## config.mk

```make
export PLATFORM = sky130hd
export DESIGN_NAME = arb_req_mux
export DESIGN_NICKNAME = d
export VERILOG_FILES = /design/src/rtl/arb_req_mux.sv
export SDC_FILE = /design/constraint.sdc
export NUM_CORES = 1
export LEC_CHECK = 0
export ABC_CLOCK_PERIOD_IN_PS = 5450
export BUFFER_PORTS_ARGS = -buffer_cell sky130_fd_sc_hd__buf_2
export CELL_PAD_IN_SITES_DETAIL_PLACEMENT = 1
export CELL_PAD_IN_SITES_GLOBAL_PLACEMENT = 2
export CORE_MARGIN = 1
export CORE_UTILIZATION = 31
export DETAILED_ROUTE_END_ITERATION = 8
export GPL_ROUTABILITY_DRIVEN = 0
export PLACE_DENSITY_LB_ADDON = 0.3
export SYNTH_ARGS = -nofsm -noshare
export SYNTH_HDL_FRONTEND = slang
export SYNTH_SLANG_ARGS = --single-unit
```

## constraint.sdc

```tcl
create_clock -name clk -period 5.45 [get_ports clk]
set_clock_uncertainty 0.05 [all_clocks]
set_input_delay 0.2725 -clock clk [delete_from_list [all_inputs] [get_ports clk]]
set_output_delay 0.2725 -clock clk [all_outputs]
set_load 0.02 [all_outputs]
```

## src/rtl/arb_req_mux.sv

```systemverilog
// arb_req_mux: requester-side companion to an external round-robin arbiter.
// Collects WIDTH valid/ready sources, presents requests as v_vld, consumes the
// one-hot v_grant and muxes the granted beat into a 2-entry output FIFO.
// Optional packet lock (sources cannot interleave mid-packet): define ARB_LOCK_EN.
module arb_req_mux #(
    parameter  int WIDTH = 4,
    parameter  int DW    = 32,
    localparam int SW    = $clog2(WIDTH)
) (
    input  logic                clk,
    input  logic                rst_n,
    input  logic [WIDTH-1:0]    s_vld,
    output logic [WIDTH-1:0]    s_rdy,
    input  logic [WIDTH*DW-1:0] s_data,
    input  logic [WIDTH-1:0]    s_last,
    output logic [WIDTH-1:0]    v_vld,
    input  logic [WIDTH-1:0]    v_grant,
    output logic                m_vld,
    input  logic                m_rdy,
    output logic [DW-1:0]       m_data,
    output logic [SW-1:0]       m_src,
    output logic                m_last,
    output logic                err
);
    logic             w_can_acc;
    logic [WIDTH-1:0] w_req_mask;
    logic             w_grant_multi;
    logic             w_grant_stray;
    logic             w_push;
    logic             w_pop;
    logic [SW-1:0]    w_src;
    logic [DW-1:0]    w_data;
    logic             w_last;
    logic [1:0]       r_count;
    logic             r_wp;
    logic             r_rp;
    logic [DW-1:0]    r_data [2];
    logic [SW-1:0]    r_src  [2];
    logic [1:0]       r_last;
    logic             r_err;

    // Requests are only raised when the granted beat can be stored this cycle,
    // because the arbiter rotates its priority on every non-zero request vector.
    assign w_can_acc     = rst_n && (r_count != 2'd2);
    assign v_vld         = w_can_acc ? (s_vld & w_req_mask) : '0;
    assign w_grant_multi = |(v_grant & (v_grant - WIDTH'(1)));
    assign w_grant_stray = |(v_grant & ~v_vld);
    // A multi-hot grant transfers nothing; a stray grant bit is masked by v_vld.
    assign s_rdy         = w_grant_multi ? '0 : (v_grant & v_vld);
    assign w_push        = |s_rdy;
    assign w_pop         = m_vld & m_rdy;

    // Select data/index/last of the single source that transfers this cycle.
    always_comb begin
        w_src  = '0;
        w_data = '0;
        w_last = 1'b0;
        for (int i = 0; i < WIDTH; i++) begin
            if (s_rdy[i]) begin
                w_src  = SW'(i);
                w_data = s_data[i*DW +: DW];
                w_last = s_last[i];
            end
        end
    end

    // FIFO pointers and occupancy; push and pop may coincide for full throughput.
    always_ff @(posedge clk) begin
        if (!rst_n) begin
            r_count <= 2'd0;
            r_wp    <= 1'b0;
            r_rp    <= 1'b0;
        end else begin
            if (w_push) r_wp <= ~r_wp;
            if (w_pop) r_rp <= ~r_rp;
            r_count <= r_count + {1'b0, w_push} - {1'b0, w_pop};
        end
    end

    // FIFO storage; contents are only observed through m_vld-gated outputs.
    always_ff @(posedge clk) begin
        if (w_push) begin
            r_data[r_wp] <= w_data;
            r_src[r_wp]  <= w_src;
            r_last[r_wp] <= w_last;
        end
    end

    assign m_vld  = (r_count != 2'd0);
    assign m_data = m_vld ? r_data[r_rp] : '0;
    assign m_src  = m_vld ? r_src[r_rp]  : '0;
    assign m_last = m_vld ? r_last[r_rp] : 1'b0;

    // Sticky flag for a grant that is multi-hot or points at a non-requester.
    always_ff @(posedge clk) begin
        if (!rst_n) r_err <= 1'b0;
        else if (w_grant_multi || w_grant_stray) r_err <= 1'b1;
    end

    assign err = r_err;

`ifdef ARB_LOCK_EN
    localparam logic [0:0] ST_IDLE   = 1'b0;
    localparam logic [0:0] ST_LOCKED = 1'b1;

    logic [0:0]    r_state;
    logic [SW-1:0] r_lock_src;

    // Lock onto the source of a non-final beat until that source sends its last beat.
    always_ff @(posedge clk) begin
        if (!rst_n) begin
            r_state    <= ST_IDLE;
            r_lock_src <= '0;
        end else if (w_push) begin
            if (r_state == ST_IDLE && !w_last) begin
                r_state    <= ST_LOCKED;
                r_lock_src <= w_src;
            end else if (r_state == ST_LOCKED && w_last && w_src == r_lock_src) begin
                r_state <= ST_IDLE;
            end
        end
    end

    assign w_req_mask = (r_state == ST_LOCKED) ? (WIDTH'(1) << r_lock_src) : '1;
`else
    assign w_req_mask = '1;
`endif
endmodule

```

==> results.md, run 1 <==
* R2R Path End: r_data[0][22]
* CP peak stage delay at 890 ps
* Clock root cell: clkbuf_16
* Post-synth EDFFs at 70
* Max Slew Vio Count at 0
* Post-CTS Resized at 0
* Top cell type's share of synthesized area at 52.7%
* Worst hold start: s_data[121]
* Post-synth ARST share at 0%
* Gr ovfl total at 0
* Avg Inst Size Synth at around 12 sq um
* Grt met3 use at 3.32%
* Final setup viols at 0
* Area of the multi-input gates at 0.00158 sq mm
* # rows at 41
* Worst-path cell chain: nand2b_1, and4_2, nor3_1, nor2_4
* CP arrival at slightly below 3000 ps
* Yosys cell types at 43
* Layout Nets at 642
* Clock sink count at 76
* Cell accounting for the most synthesized area: edfxtp_1
* DR vias at about 3,400
* I/O Pins at roughly 190
* Largest net degree at the start of global routing at 42
* Gr usage total at 17.7%
* Layout cell share with drive strength beyond 1 at 44.8%
* DRT antenna net count at 0
* Crit path kind: reg2reg
* # diodes at 0
* Crit-path slowest cell: and4_2
* First-pass GRT wire length at 17.9 mm
* Die Width at 115 um
* PD cells at 386 mW/mm^2
* CORE AREA at 0.0126 sq mm
* Top cells by area, synth: edfxtp_1 (53%), mux2i_1 (9.0%), o2bb2ai_1 (7.3%)
* Vias in the first global route at 3,526
* Worst Path Buf+Inv at 0
* Grt peak-use layer: met2
* Peak supply drop at 0.000181 V
* Initial core utilization at 31.7%
* Run status: finished, final reports clean
* Drt wl/cell at 17.1 um
* Initial antenna violation count at 0
* Placed wire-length estimate at ~8.1 mm
* Critical Path Fanout Max at 40
* Worst Setup Start Kind: flip-flop
* Total of max-cap violations at 0
* Ys flop type: edfxtp_1
* TritonCTS clock tree: yes
* Met2 usage at between 30% and 40%
* Post-Syn Area at 0.00399 sq mm
* Tcrit/Tclk final at 56.0%
* Crit path required time at 5340 ps
* Hold Crit Class: in2reg
* 1st-iter DRT viols at between 100 and 150
* Slew margin rel. at 27.2%
* R2r worst-path depth at 4
* DRT Wirelength at between 10 and 15 mm
* FF-to-FF Start: r_count[0]
* DR vias/cell at 5.03
* RSZ-0062 raised after global routing: false
* Seq/Total Area, Yosys at 55.7%
* Worst Tran Pin Value at ~1100 ps
* Final worst slack at 2400 ps
* H-Tree Depth at 3
* Setup_tns at 0 ps
* Register area at 0.00222 sq mm
* Post-Syn Instances at 326
* CTS buffer count at 9
* Worst Hold Endpoint: r_data[1][25]
* Port buffer count at about 190
* Syn nets at 470
* Worst-path clk slew at 60 ps
* Setup crit end kind: flip-flop
* Min cycle time layout at 3050 ps
* Reg2Reg Setup Slack at 2400 ps
* Final core occ at roughly 42%
* Worst-case clock buffer depth at 2
* CP delay by family, top: simple AND/OR/NAND/NOR gates
* Fill cell count at 1,446
* Final hold vios at 0
* Die area at 0.0133 sq mm
* Met1 demand-to-capacity share in global routing at 21.1%
* Max frequency at roughly 0.33 GHz
* Pre-CTS setup slack at 2330 ps
* Synth-to-layout area growth at 33.0%
* Register bit total from synthesis at 76
* Leak at between 2 and 2.5 nW
* Detailed Routing Iterations Pass 1 at 4
* Clk_lat worst skew at 320 ps
* Syn. warnings at 0
* CTS Hold Bufs at 0
* Setup bufs post-CTS at 0
* Worst Hold Path Cells at 2
* Die Y-Extent at 115 um
* Drt drc at 0
synthesized netlist by cell type, types with 2 or more instances:
cell type,number
a221oi_2,9
edfxtp_1,70
clkbuf_4,2
o2bb2ai_1,33
inv_1,5
xor2_1,2
and3b_2,2
nand4_1,2
buf_1,2
nor2_1,75
dfxtp_1,6
nor4b_1,2
buf_4,2
buf_2,9
nand2_1,3
clkbuf_1,8
o21ai_0,2
nor3_1,2
o31ai_1,2
a221oi_1,24
and2_1,3
a21oi_1,3
mux2i_1,36
buf_6,3
cell type report:
cell class	count	share of cell area [%]
clock buffers	10	4.32
flip-flops and latches	76	41.9
multi-input cells	216	29.9
repair buffers	189	17.9
well taps	172	4.06
clock inverters	5	1.46
inverters	6	0.425
metrics by stage:
step                      power, mW  cells  hold WS, ps  area (sq um)
after global routing           2.16    674          216          5300
final                          2.05    674          214          5300
after floorplan                1.18    326          418          3990
after global placement         1.46    659          533          5000
after detailed placement       1.47    659          539          5000
after CTS                      2.08    674          200          5300
routing by layer:
metal	part of all wire [%]	routed length, um	up-vias
met5	0	0	-
met4	0.66	76	0
met3	5.7	660	5
met2	51	5920	111
met1	42	4890	1652
li1	-	-	1619
kinds of logic (layout without fill, tap and decap cells):
group           count (synthesis)  after routing  synth area share [%]
simple gates                  100            100                  11.7
compound gates                 77             77                  17.8
flops                          76             76                  55.7
mux                            36             36                  9.04
buf+inv                        34            210                  4.96
xor+xnor                        2              2                 0.440
fa+ha+maj                       1              1                 0.314
placed cells by master (no fill, tap or decap), types with 2 or more instances in the layout:
| cell | count |
|---|---|
| o2bb2ai_1 | 33 |
| o31ai_1 | 2 |
| xor2_1 | 2 |
| clkinv_2 | 2 |
| nor3_1 | 2 |
| a221oi_1 | 24 |
| dfxtp_1 | 5 |
| buf_4 | 2 |
| bufinv_16 | 2 |
| mux2i_1 | 36 |
| nand4_1 | 2 |
| inv_1 | 5 |
| buf_2 | 187 |
| nor2_4 | 2 |
| nor2_1 | 73 |
| nor4b_1 | 2 |
| a21oi_1 | 3 |
| o21ai_0 | 2 |
| and3b_2 | 2 |
| and2_1 | 3 |
| nand2_1 | 3 |
| edfxtp_1 | 70 |
| a221oi_2 | 9 |
| clkbuf_16 | 9 |
how the worst max path moves through the flow:
stage | startpoint | endpoint | slack (ps) | cells past startpoint
floorplan | v_grant[3] | r_data[0][0] | 2170 | 7
global placement | v_grant[2] | r_data[0][20] | 2410 | 5
detailed placement | v_grant[2] | r_data[0][20] | 2330 | 5
CTS | r_count[0] | r_data[0][1] | 2350 | 4
global route | r_count[0] | r_data[0][22] | 2090 | 4
finish | r_count[0] | r_data[0][22] | 2400 | 4
power by group:
part / total [mW] / leakage [nW] / switching (mW) / internal, mW
sequential: 0.733 / 0.702 / 0.0685 / 0.664
clock: 0.610 / 0.148 / 0.213 / 0.396
combinational: 0.705 / 1.31 / 0.440 / 0.265
total: 2.05 / 2.16 / 0.722 / 1.33
sequential cells by signal, summed over array words and instances, names as in the netlist, named ones only:
register,cells
r_count,2
r_rp,1
r_wp,1
err,1
r_data,64
r_last,2
r_src,4
worst register-to-register path: stages (launching register included):
cell	delay [ps]
dfxtp_1	410
nand2b_1	260
and4_2	890
nor3_1	180
nor2_4	860
(Power assumes the default switching activity.)
==> run 2, diff against run 1 <==
--- a/config.mk
+++ b/config.mk
@@ -5,12 +5,12 @@
 export SDC_FILE = /design/constraint.sdc
 export NUM_CORES = 1
 export LEC_CHECK = 0
-export ABC_CLOCK_PERIOD_IN_PS = 5450
+export ABC_CLOCK_PERIOD_IN_PS = 2600
 export BUFFER_PORTS_ARGS = -buffer_cell sky130_fd_sc_hd__buf_2
 export CELL_PAD_IN_SITES_DETAIL_PLACEMENT = 1
 export CELL_PAD_IN_SITES_GLOBAL_PLACEMENT = 2
 export CORE_MARGIN = 1
-export CORE_UTILIZATION = 31
+export CORE_UTILIZATION = 26
 export DETAILED_ROUTE_END_ITERATION = 8
 export GPL_ROUTABILITY_DRIVEN = 0
 export PLACE_DENSITY_LB_ADDON = 0.3
==> constraint.sdc (replaced) <==
create_clock -name clk -period 2.6 [get_ports clk]
set_clock_uncertainty 0.05 [all_clocks]
set_input_delay 0.13 -clock clk [delete_from_list [all_inputs] [get_ports clk]]
set_output_delay 0.13 -clock clk [all_outputs]
set_load 0.02 [all_outputs]
==> run 2 against run 1 <==
Effect of this change: clock power is 100% higher; sequential power is 100% higher; critical path depth is 1 higher; final cell count is 3.7% higher; flip-flop and latch count stayed put; worst hold slack worse by 150 ps; largest cell class unchanged.
==> results.md, run 2 (synthesized netlist as in run 1, its figures left out) <==
* Run status: finished, final reports clean
* Final hold vios at 0 (unchanged)
* Worst-path cell chain: nand2b_1, nand3_1, inv_1, and4b_2, buf_2
* Slew margin rel. at 62.8% (+36 points)
* Crit path required time at 2420 ps (-2920 ps)
* Fill cell count at 1,695 (+17%)
* 1st-iter DRT viols at 130 (+24%)
* Pwr Total at 4.28 mW (+110%)
* Die Y-Extent at 126 um (+9.0%)
* Drt drc at 0 (unchanged)
* Commonest cells after routing, fill and taps aside: buf_2 (187), nor2_1 (73), edfxtp_1 (70)
* Setup_tns at 0 ps (unchanged)
* Setup crit end kind: output pin
* Gr ovfl total at 0 (unchanged)
* Initial antenna violation count at 3 (+3)
* Worst Hold Path Cells at 2 (unchanged)
* Met1 demand-to-capacity share in global routing at 17.9% (-3.2 points)
* R2R Path End: r_data[1][9]
* CTS Hold Bufs at 0 (unchanged)
* RSZ-0062 raised after global routing: false
* Largest registers: r_data: 64 flops, r_src: 4 flops
* Layout cell share with drive strength beyond 1 at 45.8% (+0.99 points)
* Met2 usage at 29.3% (-2.5 points)
* Max frequency at 0.438 GHz
* Worst-path clk slew at 60 ps (about the same)
* Most common cell after layout, fill and taps aside: buf_2
* Largest Register: r_data
* Final setup viols at 0 (unchanged)
* PD cells at 789 mW/mm^2 (+100%)
* CORE AREA at 0.0148 sq mm (+17%)
* Worst hold start: s_data[110]
* Setup bufs post-CTS at 0 (unchanged)
* Grt met3 use at 4.29% (+0.97 points)
* Hold Crit Class: in2reg
* DRT antenna net count at 0 (unchanged)
* Die Width at 126 um (+9.0%)
* Worst Path Buf+Inv at 2 (+2)
* FF-to-FF Start: r_count[0]
* CTS buffer count at 9 (unchanged)
* Max Slew Vio Count at 0 (unchanged)
* I/O Pins at 188 (unchanged)
* Port buffer count at 187 (unchanged)
* WP depth at 5 (+1)
* Crit path kind: reg2out
* Grt peak-use layer: met2
* Vias in the first global route at 3,739 (+6.0%)
* Clock root cell: clkbuf_16
* DR vias at 3,436 (+1.4%)
* Critical Path Fanout Max at 23 (-43%)
* Total of max-cap violations at 0 (unchanged)
* Die area at 0.0158 sq mm (+19%)
* CP arrival at 2100 ps (-840 ps)
* Reg2Reg Setup Slack at 390 ps (-2010 ps)
* Max reg flops at 64 (unchanged)
* R2r worst-path depth at 6 (+2)
* Worst Setup Start Kind: flip-flop
* Pre-CTS setup slack at 380 ps (-1950 ps)
* Placed cell count at 681 (+3.3%)
* Detailed Routing Iterations Pass 1 at 6 (+2)
* TritonCTS clock tree: yes
* Peak supply drop at 0.000518 V (+190%)
* # rows at 44 (+7.3%)
* Crit-path slowest cell: and4b_2
* Final core occ at 36.7% (-5.4 points)
* Post-CTS Resized at 0 (unchanged)
* Clk_lat worst skew at 330 ps (about the same)
* Clock sink count at 76 (unchanged)
* Final cell count without fillers at 699 (+3.7%)
* H-Tree Depth at 3 (unchanged)
* Layout Nets at 652 (+1.6%)
* CP peak stage delay at 610 ps (-280 ps)
* Placed wire-length estimate at 8.98 mm (+11%)
* Worst Tran Pin Value at 558 ps (-534 ps)
* Worst-case clock buffer depth at 2 (unchanged)
* Tcrit/Tclk final at between 80% and 90%
* DR vias/cell at 4.92 (-2.2%)
* Largest net degree at the start of global routing at 36 (-14%)
* Initial core utilization at 27.0% (-4.7 points)
* Final worst slack at 316 ps (-2080 ps)
* Gr usage total at 15.9% (-1.7 points)
* DRT Wirelength at 12.4 mm (+7.7%)
* CP delay by family, top: simple AND/OR/NAND/NOR gates
* Min cycle time layout at 2280 ps
* First-pass GRT wire length at 19.4 mm (+8.5%)
* Leak at 2.22 nW (+2.5%)
* Drt wl/cell at 17.8 um (+3.9%)
* Synth-to-layout area growth at 36.0%
* Worst Hold Endpoint: r_data[0][14]
run 2: layout make-up:
cell class	count	area, sq um	share of cell area [%]
Inverter	6	22.5	0.415
Antenna cell	2	5.00	0.0923
Multi-Input combinational cell	216	1580	29.2
Tap cell	184	230	4.25
Clock inverter	6	63.8	1.18
Timing Repair Buffer	199	1060	19.6
Clock buffer	10	229	4.22
Sequential cell	76	2220	41.0
run 2: power by group:
group	switching, mW	internal [mW]
combinational	1.00	0.586
clock	0.477	0.743
sequential	0.0777	1.39
total	1.56	2.72
run 2: worst register-to-register path, delay by kind of cell (launching register included):
kind,cells,cell delay [ps]
buf+inv,2,420
compound gates,1,170
simple gates,3,1000
flops,1,410
run 2: worst max path at each step:
stage                           from       endpoint  slack, ps
final                     r_count[0]       s_rdy[3]        320
after global routing      r_count[0]       s_rdy[3]        180
after CTS                 r_count[0]       s_rdy[3]        280
after detailed placement  r_count[0]   r_data[1][9]        380
after global placement    r_count[0]  r_data[0][20]        460
after floorplan           v_grant[3]   r_data[0][0]         50
run 2: metrics by stage:
step,hold slack (ps),cell area [sq um]
after floorplan,275,3990
after global placement,383,5120
after detailed placement,399,5120
after CTS,53.7,5420
after global routing,60.9,5420
final,64.9,5420
run 2: layer usage:
| metal | wire length (um) | share of wire [%] |
|---|---|---|
| met4 | 208 | 1.7 |
| met2 | 6470 | 52 |
| met5 | 8 | 0.064 |
| met3 | 692 | 5.6 |
| met1 | 5060 | 41 |
